## src/rtl/maze_port_arbiter.sv

```systemverilog
// maze_port_arbiter
//   Round-robin arbiter sharing the single maze memory port between NREQ
//   solver engines. The winning access is registered onto row/col/maze_oe/
//   maze_we; read data returning on maze_in is routed back to the issuing
//   engine as a one-cycle rvalid pulse with rdata.
//
//   Handshake: a requester presents req[k] with its access fields and holds
//   them stable; a transfer happens on a rising clk edge where
//   req[k] & gnt[k] is true. gnt is combinational and never depends on the
//   access fields. Only one gnt bit is ever set.
//
//   Optional feature macro: MAZE_ARB_STATS_EN enables the per-requester
//   16-bit saturating grant counters on stat_cnt; otherwise stat_cnt is 0.
//
// Ports
//   clk, rst_n          clock, asynchronous active-low reset
//   req/req_we/req_lock per-requester request, write flag, grant lock
//   req_row/req_col     packed per-requester address, [k*CW +: CW]
//   gnt                 one-hot grant (combinational)
//   rvalid, rdata       registered read return, one-hot owner
//   row, col            registered memory address
//   maze_oe, maze_we    registered read / write enables
//   maze_in             memory read data
//   stat_cnt            per-requester grant counters, [k*16 +: 16]
//   dbg_state           arbiter state: 0 = IDLE_UNLOCKED, 1 = LOCKED
module maze_port_arbiter #(
  parameter int NREQ = 2,
  parameter int CW   = 6
) (
  input  logic                 clk,
  input  logic                 rst_n,
  input  logic [NREQ-1:0]      req,
  input  logic [NREQ-1:0]      req_we,
  input  logic [NREQ-1:0]      req_lock,
  input  logic [NREQ*CW-1:0]   req_row,
  input  logic [NREQ*CW-1:0]   req_col,
  output logic [NREQ-1:0]      gnt,
  output logic [NREQ-1:0]      rvalid,
  output logic                 rdata,
  output logic [CW-1:0]        row,
  output logic [CW-1:0]        col,
  output logic                 maze_oe,
  output logic                 maze_we,
  input  logic                 maze_in,
  output logic [NREQ*16-1:0]   stat_cnt,
  output logic                 dbg_state
);

  // Requester index width; NREQ is limited to 2..4.
  localparam int PW = (NREQ > 2) ? 2 : 1;

  typedef enum logic {
    ST_IDLE_UNLOCKED = 1'b0,
    ST_LOCKED        = 1'b1
  } state_t;

  state_t          r_state, w_state_nxt;
  logic [PW-1:0]   r_lock_owner, w_lock_owner_nxt;
  logic [PW-1:0]   r_rr_ptr, w_rr_ptr_nxt;

  logic [NREQ-1:0] w_rr_gnt;
  logic            w_rr_found;
  logic [NREQ-1:0] w_gnt;
  logic            w_xfer;
  logic [PW-1:0]   w_win;
  logic            w_we;
  logic            w_lock;
  logic [CW-1:0]   w_row;
  logic [CW-1:0]   w_col;

  logic            r_rd_p1, r_rd_p2;
  logic [PW-1:0]   r_own_p1, r_own_p2;
  logic [NREQ-1:0] w_rvalid_nxt;

  // Rotating priority: first look at requesters at or above rr_ptr, then
  // wrap around to the lowest index.
  always_comb begin
    w_rr_gnt   = '0;
    w_rr_found = 1'b0;
    for (int k = 0; k < NREQ; k++) begin
      if (!w_rr_found && req[k] && (k >= int'(r_rr_ptr))) begin
        w_rr_gnt[k] = 1'b1;
        w_rr_found  = 1'b1;
      end
    end
    for (int k = 0; k < NREQ; k++) begin
      if (!w_rr_found && req[k]) begin
        w_rr_gnt[k] = 1'b1;
        w_rr_found  = 1'b1;
      end
    end
  end

  // While locked only the owner may win, even if it is idle.
  always_comb begin
    w_gnt = '0;
    if (!rst_n) begin
      w_gnt = '0;
    end else if (r_state == ST_LOCKED) begin
      for (int k = 0; k < NREQ; k++) begin
        if (int'(r_lock_owner) == k) w_gnt[k] = req[k];
      end
    end else begin
      w_gnt = w_rr_gnt;
    end
  end

  assign gnt = w_gnt;

  // Winner decode: gnt is one-hot and only set where req is set.
  always_comb begin
    w_xfer = |w_gnt;
    w_win  = '0;
    w_we   = 1'b0;
    w_lock = 1'b0;
    w_row  = '0;
    w_col  = '0;
    for (int k = 0; k < NREQ; k++) begin
      if (w_gnt[k]) begin
        w_win  = PW'(k);
        w_we   = req_we[k];
        w_lock = req_lock[k];
        w_row  = req_row[k*CW +: CW];
        w_col  = req_col[k*CW +: CW];
      end
    end
  end

  // State changes only on transfer edges. The pointer moves past a winner
  // only for unlocked transfers (including the one that takes the lock).
  always_comb begin
    w_state_nxt      = r_state;
    w_lock_owner_nxt = r_lock_owner;
    w_rr_ptr_nxt     = r_rr_ptr;
    if (w_xfer) begin
      case (r_state)
        ST_IDLE_UNLOCKED: begin
          w_rr_ptr_nxt = (int'(w_win) == NREQ - 1) ? '0 : (w_win + PW'(1));
          if (w_lock) begin
            w_state_nxt      = ST_LOCKED;
            w_lock_owner_nxt = w_win;
          end
        end
        ST_LOCKED: begin
          if (!w_lock) w_state_nxt = ST_IDLE_UNLOCKED;
        end
        default: w_state_nxt = ST_IDLE_UNLOCKED;
      endcase
    end
  end

  always_ff @(posedge clk or negedge rst_n) begin
    if (!rst_n) begin
      r_state      <= ST_IDLE_UNLOCKED;
      r_lock_owner <= '0;
      r_rr_ptr     <= '0;
    end else begin
      r_state      <= w_state_nxt;
      r_lock_owner <= w_lock_owner_nxt;
      r_rr_ptr     <= w_rr_ptr_nxt;
    end
  end

  assign dbg_state = r_state;

  always_comb begin
    w_rvalid_nxt = '0;
    for (int k = 0; k < NREQ; k++) begin
      w_rvalid_nxt[k] = r_rd_p2 && (int'(r_own_p2) == k);
    end
  end

  // Memory port and read-return pipeline. p1 lines up with maze_oe, p2 with
  // the cycle in which maze_in carries the data, which is captured next.
  always_ff @(posedge clk or negedge rst_n) begin
    if (!rst_n) begin
      row      <= '0;
      col      <= '0;
      maze_oe  <= 1'b0;
      maze_we  <= 1'b0;
      r_rd_p1  <= 1'b0;
      r_own_p1 <= '0;
      r_rd_p2  <= 1'b0;
      r_own_p2 <= '0;
      rvalid   <= '0;
      rdata    <= 1'b0;
    end else begin
      maze_oe <= w_xfer & ~w_we;
      maze_we <= w_xfer & w_we;
      r_rd_p1 <= w_xfer & ~w_we;
      if (w_xfer) begin
        row      <= w_row;
        col      <= w_col;
        r_own_p1 <= w_win;
      end
      r_rd_p2  <= r_rd_p1;
      r_own_p2 <= r_own_p1;
      rvalid   <= w_rvalid_nxt;
      if (r_rd_p2) rdata <= maze_in;
    end
  end

`ifdef MAZE_ARB_STATS_EN
  logic [15:0] r_stat [NREQ];

  always_ff @(posedge clk or negedge rst_n) begin
    if (!rst_n) begin
      for (int k = 0; k < NREQ; k++) r_stat[k] <= '0;
    end else begin
      for (int k = 0; k < NREQ; k++) begin
        if (w_gnt[k] && (r_stat[k] != 16'hFFFF)) r_stat[k] <= r_stat[k] + 16'd1;
      end
    end
  end

  always_comb begin
    stat_cnt = '0;
    for (int k = 0; k < NREQ; k++) stat_cnt[k*16 +: 16] = r_stat[k];
  end
`else
  assign stat_cnt = '0;
`endif

endmodule

```

## config.mk

```make
export PLATFORM = sky130hd
export DESIGN_NAME = maze_port_arbiter
export DESIGN_NICKNAME = d
export VERILOG_FILES = /design/src/rtl/maze_port_arbiter.sv
export SDC_FILE = /design/constraint.sdc
export NUM_CORES = 1
export LEC_CHECK = 0
export BUFFER_PORTS_ARGS = -buffer_cell sky130_fd_sc_hd__buf_2
export CAP_MARGIN = 10
export CELL_PAD_IN_SITES_DETAIL_PLACEMENT = 0
export CELL_PAD_IN_SITES_GLOBAL_PLACEMENT = 1
export CORE_ASPECT_RATIO = 0.7
export CORE_UTILIZATION = 30
export DETAILED_ROUTE_END_ITERATION = 6
export PLACE_DENSITY = 0.83
export RECOVER_POWER = 50
export SETUP_SLACK_MARGIN = 0.02
export SYNTH_ARGS = -nofsm -noshare
export SYNTH_HDL_FRONTEND = slang
export SYNTH_SLANG_ARGS = --single-unit
```

## constraint.sdc

```tcl
create_clock -name clk -period 1.8 [get_ports clk]
set_clock_uncertainty 0.15 [all_clocks]
set_input_delay 0.27 -clock clk [delete_from_list [all_inputs] [get_ports clk]]
set_output_delay 0.27 -clock clk [all_outputs]
set_load 0.005 [all_outputs]
```

== Yosys cells after proc, flatten, opt, wreduce, memory -nomap -nowiden ==
Index checks and enable logic that the tools add are counted.
Widths: inputs -> output; s select.

* Memory bits (read-only): 0
* Input bits: 33
* Memories kept: 0
* Output and inout bits: 52
* Word-level logic and storage cells: 52
* Register bits: 23
* Latch bits: 0
* RAM bits: 0

* Shift operators: 0
* Multiply operators: 0
* $lt $le $gt $ge: 1
* Bitwise operators: 5
* Reductions and logical operators: 12
* Divide/modulo/power cells: 0
* Add/sub/neg operators: 1
* Equality and inequality tests: 0
* Mux-type cells: 21

{| class="wikitable"
|+ Operators with widths
! operator !! count
|-
| $mux 6 || 4
|-
| $mux 1 || 15
|-
| $logic_and 1x1->1 || 6
|-
| $mux 2 || 2
|-
| $logic_not 1->1 || 3
|-
| $not 1->1 || 3
|-
| $reduce_and 3->1 || 1
|-
| $and 1x1->1 || 2
|-
| $reduce_and 2->1 || 1
|-
| $reduce_or 2->1 || 1
|-
| $add 1x1->1 const B || 1
|-
| $ge 1x1->1 const A || 1
|}

== Depth between registers and ports, before layout ==
* Depth after elaboration: 18
* Mapped depth: 5

== Worst setup path after synthesis ==
No wires, ideal clock.

* Path type: register -> output
* From: reg r_state, in the netlist dbg_state
* To: out gnt[1]
* Required time: 1.380 ns
* Setup slack: 0.140 ns
* Stages on the path, launching flop included: 6
* Path buffers: 2
* Data arrival time: 1.240 ns
* Cell sequence: dfrtp_1 nor2b_4 or3_1 buf_6 inv_2 buf_4

* Longest elaborated chain between the ends: 2

{| class="wikitable"
|+ Ends and longest elaborated chain
! element !! RTL line !! text
|-
| from (decl) || 57 || <nowiki>state_t r_state, w_state_nxt;</nowiki>
|-
| from (signal assigned) || 158 || <nowiki>r_state <= w_state_nxt;</nowiki>
|-
| $mux 2 || 99 || <nowiki>end else if (r_state == ST_LOCKED) begin</nowiki>
|-
| $mux 2 || 97 || <nowiki>if (!rst_n) begin</nowiki>
|-
| to (decl) || 37 || <nowiki>output logic [NREQ-1:0] gnt,</nowiki>
|}

Every way passes these cells.

== Worst setup path in the final report ==
Same ends and word-level chain as after synthesis.

==> key figures <==
Setup path
  – Critical path, cell by cell: nor2b_4, or3_4, inv_4, buf_6
  – Worst-path fanout max: 4
  – Worst path required time: 1.38 ns
  – WP data arrival: 1.36 ns
  – Critical Path End Type: output port
  – Crit-path slowest cell: dfrtp_1
  – CP startpoint kind: flop
  – Slowest cell delay on critical path: 0.40 ns
  – CP Class: reg2out

Yosys
  – Cell variety after synth: 29
  – Largest cells by area after synthesis: dfrtp_1, buf_4, o31ai_1, nand4_1, a31oi_1
  – Asr flop ratio synth: 100%
  – Synth warn: 0
  – Synthesized cell area: 0.00141 mm²
  – Commonest cells post-synth: buf_4, dfrtp_1, nand4_1
  – Syn avg cell area: 9.62 µm²
  – FF+latch count, synth: 23
  – Share of the synthesized area in the top cell type: 41.0%
  – Most area-hungry cell type in the Yosys netlist: dfrtp_1
  – Top-count cell post-synth: buf_4
  – Count of mapped cells out of synthesis: 146
  – Post-synthesis sequential area ratio: 41.0%
  – Post-synth top flop: dfrtp_1
  – Number of flops mapped to enable cells by yosys: 0

Final layout
  – Post-layout util: 39.1%
  – Final Net Count: 238
  – Area Overhead vs Synth: 23.3%
  – Share of layout cells above drive strength 1: 38.2%
  – Final instance area: 0.00173 mm²
  – Post-Layout Cell Count: 259
  – ANT cells: 0

Place
  – Buffers on Ports: 52
  – Placer Congestion: 0.772
  – DP HPWL: 2.72 mm
  – Placed cell count: 250
  – DP Area: 0.00162 mm²
  – Dpl ws: 0.0787 ns

Global routing
  – Number of global-route vias before repair: 1139
  – Grt ovf: 0
  – GR Util All Layers: 14.6%
  – First-pass GRT wire length: 5.55 mm
  – Largest net degree at the start of global routing: 16
  – Initial antenna violation count: 0

Clock network
  – CTS Buffer Depth: 2
  – CTS Sinks: 23
  – Clk slew on worst S/H paths: 0.08 ns
  – Cts bufs inserted: 3
  – Root buf cell: clkbuf_8
  – Hold buffer count at CTS: 2
  – CTS tree: built
  – Worst skew pair latency: 0.26 ns
  – # H-tree levels: 1

Drt
  – Initial DRC Count: 77
  – Avg WL per Cell: 14.2 µm
  – Avg Vias per Cell: 4.85
  – Vias: 1257
  – Drc violations: 10
  – TritonRoute pass-1 iters: 6
  – Routed WL: 3.69 mm
  – Post-DRT Antenna Nets: 0

Timing
  – Fin. Hold Viols: 3
  – Sum Neg Setup Slack: 0 ns
  – Count of final setup violators: 0
  – RSZ-0062 raised after global routing: yes
  – Hold slack: -0.336 ns
  – Tmin final: 1.78 ns
  – Fmax: 561 MHz
  – Max-slew violation count: 0
  – Final worst slack: 0.0174 ns
  – Final period util: 99.0%

Run
  – Max Cap Viol: 0

Die
  – Chip Width: 83.8 µm
  – Area of the core: 0.00443 mm²
  – Die area: 0.00497 mm²
  – Initial Util: 31.7%
  – IO Pins: 85
  – Die H: 59.3 µm
  – Site Rows: 20

Power
  – VDD IR-drop max: 0.000529 V
  – Total Power: 2.29 mW
  – Pwr dens: 1320 mW/mm²
  – Leak: 0.834 nW

Status
  – Run status: finished with violations
  – Failing checks: DRC, hold timing

Worst hold path
  – Min-delay worst type: in2async
-- report_power, final --
| part | switching, mW | internal (mW) | total (mW) | leakage, nW |
|---|---|---|---|---|
| Combinational | 0.586 | 0.498 | 1.08 | 0.536 |
| Clock | 0.159 | 0.154 | 0.313 | 0.0255 |
| Sequential | 0.150 | 0.741 | 0.890 | 0.272 |
| Total | 0.895 | 1.39 | 2.29 | 0.834 |
-- placed cells by master, fill, tap and decap left out, drive strengths merged --
master        n
buf          66
conb         32
dfrtp        23
nand4        14
a31oi        14
nor4         13
o31ai        12
and2          3
clkbuf        3
nand2         3
inv           3
a21oi         2
dlygate4sd3   2
nor2b         2
nor3b         1
or3           1
nand3b        1
nand3         1
a22o          1
o22ai         1
and3b         1
o21ai         1
o2bb2ai       1
mux2          1
a21o          1
clkinv        1
-- state kept, by name, summed over array words and instances (netlist names) --
signal	count
col	6
dbg_state	1
maze_we	1
r_lock_owner	1
r_own_p1	1
r_own_p2	1
r_rd_p1	1
r_rd_p2	1
r_rr_ptr	1
rdata	1
row	6
rvalid	2
-- layout make-up --
type,count,area (µm²)
fill,457,2700
clock buffer,3,41.3
timing repair buffer,68,395
inverter,3,13.8
sequential,23,576
tap,55,68.8
clock inverter,1,5.00
multi-input combinational,106,633
-- path summary, 6_finish.rpt --
check | endpoint | start | cells after the start | slack [ns]
max in group asynchronous | col[0]$_DFFE_PN0P_ | rst_n | 3 | 0.63
min in group clk | r_rd_p1$_DFF_PN0_ | req_we[0] | 2 | 0.04
worst max register to register | row[1]$_DFFE_PN0P_ | dbg_state$_DFFE_PN0P_ | 4 | 0.17
worst min register to register | r_rd_p2$_DFF_PN0_ | r_rd_p1$_DFF_PN0_ | 0 | 0.23
worst max-delay path | gnt[1] | dbg_state$_DFFE_PN0P_ | 4 | 0.02
worst min-delay path | r_own_p1$_DFFE_PN0P_ | rst_n | 1 | -0.34
-- critical path: cells and delay by family, from the launching register on --
family        cells  cell delay [ns]
buf+inv           2             0.18
simple gates      2             0.53
flops             1             0.40
-- timing repair --
action	in CTS	in global routing
endpoints found under the hold margin	23	3
gates resized for setup	2	4
endpoints found under the setup margin	2	2
buffers inserted	1	2
-- logic make-up (layout without fill, tap and decap cells) --
group                  after synthesis  in the layout  share of synthesized area [%]
buffers and inverters               48             75                           23.2
AOI/OAI and AO/OA                   33             33                           16.4
and+or+nand+nor                     40             40                           18.4
muxes                                1              1                          0.801
DFF                                 23             23                           41.0
other                                1             32                          0.267
-- routing by layer --
metal / global-route usage (%) / up-vias / wire length, µm / share of wire, %
li1: - / 605 / - / -
met1: 19.4 / 595 / 1680 / 46
met2: 23.3 / 55 / 1670 / 45
met3: 5.01 / 2 / 327 / 8.9
met4: 3.20 / 0 / 9 / 0.24
met5: 0 / - / 0 / 0
(Power assumes the default switching activity.)
